$ cat src/rtl/viterbi_pkg.sv
// Constants and types shared between the radix-4 convolutional encoder and
// the Viterbi decoder control: code parameters, word width, FSM encodings.
package viterbi_pkg;

  localparam int K      = 3;
  localparam int CW_W   = 4;
  localparam int CNT_W  = 8;

  // Generator polynomials, MSB taps the current bit: G0 = 7 (octal), G1 = 5 (octal)
  localparam logic [K-1:0] G0 = 3'b111;
  localparam logic [K-1:0] G1 = 3'b101;

  typedef enum logic [1:0] {
    ST_IDLE   = 2'd0,
    ST_ENCODE = 2'd1,
    ST_TAIL   = 2'd2
  } enc_state_e;

  // Code pair {c0, c1} for one input bit u given the two previous bits.
  function automatic logic [1:0] conv_code(input logic u, input logic s1, input logic s0);
    logic [K-1:0] taps;
    taps = {u, s1, s0};
    return {^(taps & G0), ^(taps & G1)};
  endfunction

endpackage

$ cat src/rtl/conv_enc_step.sv
// One radix-4 trellis step: encodes din[1] then din[0] and returns the
// 4-bit code word together with the shift state after both bits.
module conv_enc_step
  import viterbi_pkg::*;
(
  input  logic [1:0]      i_din,
  input  logic            i_s1,
  input  logic            i_s0,
  output logic [CW_W-1:0] o_code,
  output logic            o_ns1,
  output logic            o_ns0
);

  // Second bit sees the first bit as its most recent history.
  assign o_code = {conv_code(i_din[1], i_s1, i_s0), conv_code(i_din[0], i_din[1], i_s1)};
  assign o_ns1  = i_din[0];
  assign o_ns0  = i_din[1];

endmodule

$ cat src/rtl/conv_encoder_r4.sv
// Rate-1/2 K=3 (7,5) convolutional encoder, two bits per clock, with a
// one-deep registered output slot and a zero-pair tail word per frame.
//
// state     | meaning
// ST_IDLE   | waiting for start; no data accepted
// ST_ENCODE | accepting FRAME_PAIRS input pairs
// ST_TAIL   | loading the 00 flush word, then waiting for it to be consumed
module conv_encoder_r4
  import viterbi_pkg::*;
#(
  parameter int FRAME_PAIRS = 8
) (
  input  logic            clk,
  input  logic            rst,
  input  logic            en,
  input  logic            start,
  input  logic [1:0]      din,
  input  logic            din_valid,
  output logic            din_ready,
  output logic [CW_W-1:0] dout,
  output logic            dout_valid,
  input  logic            dout_ready,
  output logic            dout_last,
  output logic            busy,
  output logic            frame_done
);

  localparam logic [CNT_W-1:0] LAST_CNT = CNT_W'(FRAME_PAIRS - 1);

  enc_state_e       r_state;
  logic [CNT_W-1:0] r_cnt;
  logic             r_s1;
  logic             r_s0;
  logic [CW_W-1:0]  r_dout;
  logic             r_dout_valid;
  logic             r_dout_last;
  logic             r_frame_done;

  logic [CW_W-1:0]  w_data_code;
  logic             w_data_ns1;
  logic             w_data_ns0;
  logic [CW_W-1:0]  w_tail_code;
  logic             w_tail_ns1;
  logic             w_tail_ns0;
  logic             w_slot_free;
  logic             w_consume;
  logic             w_accept;

  conv_enc_step u_step_data (
    .i_din  (din),
    .i_s1   (r_s1),
    .i_s0   (r_s0),
    .o_code (w_data_code),
    .o_ns1  (w_data_ns1),
    .o_ns0  (w_data_ns0)
  );

  conv_enc_step u_step_tail (
    .i_din  (2'b00),
    .i_s1   (r_s1),
    .i_s0   (r_s0),
    .o_code (w_tail_code),
    .o_ns1  (w_tail_ns1),
    .o_ns0  (w_tail_ns0)
  );

  // The output slot can take a new word if empty or being drained this cycle.
  assign w_slot_free = !r_dout_valid || dout_ready;
  assign w_consume   = r_dout_valid && dout_ready;
  assign din_ready   = en && (r_state == ST_ENCODE) && w_slot_free;
  assign w_accept    = din_valid && din_ready;

  assign dout        = r_dout;
  assign dout_valid  = r_dout_valid;
  assign dout_last   = r_dout_last;
  assign busy        = (r_state != ST_IDLE);
  // Masked so a freeze that lands right after the last consume shows no pulse.
  assign frame_done  = r_frame_done && en;

  // Frame sequencing, shift state, pair counter and the output slot; en=0 freezes all.
  always_ff @(posedge clk or negedge rst) begin
    if (!rst) begin
      r_state      <= ST_IDLE;
      r_cnt        <= '0;
      r_s1         <= 1'b0;
      r_s0         <= 1'b0;
      r_dout       <= '0;
      r_dout_valid <= 1'b0;
      r_dout_last  <= 1'b0;
      r_frame_done <= 1'b0;
    end else begin
      r_frame_done <= 1'b0;
      if (en) begin
        case (r_state)
          ST_IDLE: begin
            if (start) begin
              r_state <= ST_ENCODE;
              r_cnt   <= '0;
              r_s1    <= 1'b0;
              r_s0    <= 1'b0;
            end
          end
          ST_ENCODE: begin
            if (w_accept) begin
              r_dout       <= w_data_code;
              r_dout_valid <= 1'b1;
              r_dout_last  <= 1'b0;
              r_s1         <= w_data_ns1;
              r_s0         <= w_data_ns0;
              r_cnt        <= r_cnt + CNT_W'(1);
              if (r_cnt == LAST_CNT) begin
                r_state <= ST_TAIL;
              end
            end else if (w_consume) begin
              r_dout_valid <= 1'b0;
            end
          end
          ST_TAIL: begin
            // dout_last doubles as the "tail word already loaded" flag.
            if (!r_dout_last) begin
              if (w_slot_free) begin
                r_dout       <= w_tail_code;
                r_dout_valid <= 1'b1;
                r_dout_last  <= 1'b1;
                r_s1         <= w_tail_ns1;
                r_s0         <= w_tail_ns0;
              end
            end else if (w_consume) begin
              r_dout_valid <= 1'b0;
              r_dout_last  <= 1'b0;
              r_frame_done <= 1'b1;
              r_state      <= ST_IDLE;
            end
          end
          default: r_state <= ST_IDLE;
        endcase
      end
    end
  end

endmodule

$ cat config.mk
export PLATFORM = sky130hd
export DESIGN_NAME = conv_encoder_r4
export DESIGN_NICKNAME = d
export VERILOG_FILES = /design/src/rtl/viterbi_pkg.sv /design/src/rtl/conv_enc_step.sv /design/src/rtl/conv_encoder_r4.sv
export SDC_FILE = /design/constraint.sdc
export NUM_CORES = 1
export LEC_CHECK = 0
export CAP_MARGIN = 10
export CORE_ASPECT_RATIO = 1.75
export CORE_MARGIN = 3
export CORE_UTILIZATION = 45
export CTS_BUF_LIST = sky130_fd_sc_hd__clkbuf_16
export DETAILED_ROUTE_END_ITERATION = 10
export PLACE_DENSITY_LB_ADDON = 0.1
export RECOVER_POWER = 100
export SYNTH_ARGS = -nofsm -noshare
export SYNTH_HDL_FRONTEND = slang
export SYNTH_HIERARCHICAL = 1
export SYNTH_SLANG_ARGS = --single-unit
export TNS_END_PERCENT = 1
$ cat constraint.sdc
create_clock -name clk -period 2.15 [get_ports clk]
set_clock_uncertainty 0.2 [all_clocks]
set_input_delay 0.43 -clock clk [delete_from_list [all_inputs] [get_ports clk]]
set_output_delay 0.43 -clock clk [all_outputs]
set_load 0.1 [all_outputs]
==> results.sh <==
export IMPL_design_area_sq_um=1730
export IMPL_p_leak_uw=0.000798
export IMPL_grt_pass1_vias=1114
export IMPL_dr_pass1_iters=4
export IMPL_coreArea_sq_um=2780
export IMPL_hold_violations=0
export IMPL_drc=0
export IMPL_synthArstFlopShare=1.00
export IMPL_worst_slack_ns=0.0490
export IMPL_required_ns=1.52
export IMPL_cts_sinks=19
export IMPL_drt_iter0_markers=24
export IMPL_ys_seq_area_frac=0.350
export IMPL_dpl_worst_slack_ns=-0.0515
export IMPL_synth_area_leaders="dfrtp_1 35%, ha_1 6.4%, mux2_1 5.0%"
export IMPL_slew_headroom=0.277
export IMPL_avgViaCountPerCell=5.84
export IMPL_maxSlewViolCount=0
export IMPL_die_h_um=78.7
export IMPL_antenna_cells=0
export IMPL_cp_max_fo=7
export IMPL_final_cell_mix="19 x dfrtp_1, 13 x buf_4, 11 x nand2_1"
export IMPL_peakVddDrop_mv=1.07
export IMPL_tns_ns=0
export IMPL_criticalPathCategory="in2out"
export IMPL_fp_row_count=25
export IMPL_end_kind="output port"
export IMPL_grt_antenna_before_repair=0
export IMPL_ys_types=44
export IMPL_reg2regPathDepth=4
export IMPL_grt_pass1_wl_um=4890
export IMPL_cellPowerDensity_nw_per_um2=1720
export IMPL_start_kind="input pin"
export IMPL_yosys_area_top_type_share=0.350
export IMPL_hold_buffers=0
export IMPL_drtAntennaViolNets=0
export IMPL_start_util=0.489
export IMPL_num_vias=1121
export IMPL_clockBufferDepth=2
export IMPL_status="completed"
export IMPL_grt_max_degree=20
export IMPL_grt_remaining_overflow=0
export IMPL_dp_hpwl_um=2410
export IMPL_arrival_ns=1.47
export IMPL_avgSynthCellArea_sq_um=10.3
export IMPL_syn2layout_area_growth_pct=27.5
export IMPL_synth_largest_area_cell="dfrtp_1"
export IMPL_setup_viol=0
export IMPL_wl_met1_um=1090
export IMPL_max_cap_viol_count=0
export IMPL_gp_congestion=0.807
export IMPL_power_uw=2980
export IMPL_cts_root_buf="clkbuf_16"
export IMPL_fin_crit_ns=2.10
export IMPL_cts_tree="yes"
export IMPL_cts_made_buffers=3
export IMPL_clk_pin_slew_ns=0.05
export IMPL_dpl_cell_area_sq_um=1710
export IMPL_synth_seq_cells=19
export IMPL_top_layer="met4"
export IMPL_netlist_instances=132
export IMPL_fmax_mhz=476
export IMPL_tightest_slew_ns=1.09
export IMPL_hp_class="reg2reg"
export IMPL_grtUsageTotal=0.181
export IMPL_wl_met3_um=79
export IMPL_drive_gt1_frac=0.248
export IMPL_rsz0062_at_grt="false"
export IMPL_clock_latency_ns=0.25
export IMPL_finalNetCount=181
export IMPL_final_common_cell="dfrtp_1"
export IMPL_die_w_um=47.6
export IMPL_synth_ff_type="dfrtp_1"
export IMPL_ys_warn_count=6
export IMPL_die_area_sq_um=3740
export IMPL_drt_wl_total_um=3050
export IMPL_synth_edf_count=0
export IMPL_io_buffers=16
export IMPL_period_share=0.977
export IMPL_syn_area_sq_um=1360
export IMPL_io_pins=17
export IMPL_dr_wl_met2_um=1820
export IMPL_min_path_cells=1
export IMPL_htreeDepth=1
export IMPL_post_drt_wl_per_cell_um=15.9
-- cell families (layout without fill, tap and decap cells) --
logic type,count (synthesis),count (layout),synth area share
flops,19,19,0.350
simple gates,44,44,0.183
buf+inv,12,39,0.0442
fa+ha+maj,7,7,0.0644
other cells,1,7,0.00276
xor+xnor,8,8,0.101
compound gates,28,28,0.143
mux,13,13,0.112
-- worst paths after layout --
path / start / slack (ns) / endpoint
max: en / 0.05 / din_ready
min: dout[0]$_DFFE_PN0P_ / 0.29 / dout[0]$_DFFE_PN0P_
max reg2reg: r_cnt[5]$_DFFE_PN0P_ / 0.11 / r_state[1]$_DFFE_PN0P_
min reg2reg: dout[0]$_DFFE_PN0P_ / 0.29 / dout[0]$_DFFE_PN0P_
max in group asynchronous: rst / 0.40 / r_s0$_DFFE_PN0P_
min in group asynchronous: rst / 0.70 / r_state[0]$_DFFE_PN0P_
-- critical path: stages --
cell and delay, ns:
clkdlybuf4s50_1 0.51, buf_4 0.16, and3_4 0.20, buf_12 0.17
-- cells in the mapped netlist (2+ instances only) --
cell      instances
dfrtp_1          19
nand2_1          11
ha_1              7
nand3_1           7
and3_1            6
mux2_1            6
o21ai_0           6
buf_4             4
inv_1             4
mux2_2            4
o21ai_1           4
xor2_1            4
clkbuf_1          3
nand2b_1          3
nand3b_1          3
nor2b_1           3
o211ai_1          3
o221ai_1          3
a22oi_1           2
a31oi_1           2
mux2_4            2
nor2_1            2
xor3_1            2
xor3_4            2
-- per-stage QoR --
stage               utilization  std cells  hold slack, ns
floorplan                     -        138         -0.0656
global placement          0.613        188           0.278
detailed placement        0.613        188           0.285
CTS                       0.642        192           0.298
global route              0.623        192           0.311
finish                    0.623        192           0.288
-- where the power goes --
group / switching (uW) / total [uW] / internal (uW)
clock: 132 / 379 / 247
sequential: 189 / 713 / 524
combinational: 1090 / 1880 / 790
-- layer usage --
| metal | track usage | vias to the layer above |
|---|---|---|
| met5 | 0 | - |
| met4 | 0.0647 | 0 |
| met3 | 0.0227 | 5 |
| met2 | 0.345 | 16 |
| met1 | 0.182 | 556 |
| li1 | - | 544 |
-- layout make-up --
class / instances / area [sq um]
inverters: 4 / 16.3
clock buffers: 3 / 75.1
multi-input cells: 107 / 863
fillers: 237 / 1050
flip-flops and latches: 19 / 475
well taps: 27 / 33.8
clock inverters: 1 / 3.75
repair buffers: 31 / 267
-- state kept, by name, summed over array words and instances, names as in the netlist --
register and count:
r_state 2, dout_valid 1, r_frame_done 1, dout 4
dout_last 1, r_s1 1, r_cnt 8, r_s0 1
-- repair_timing --
action / CTS / global route
cloned: 0 / 0
pin swaps: 0 / 0
hold endpoints to repair: 0 / 0
buffers inserted: 0 / 0
endpoints found under the setup margin: 1 / 1
resized for setup: 1 / 1
Note: power is estimated with default switching activity, not from simulation.
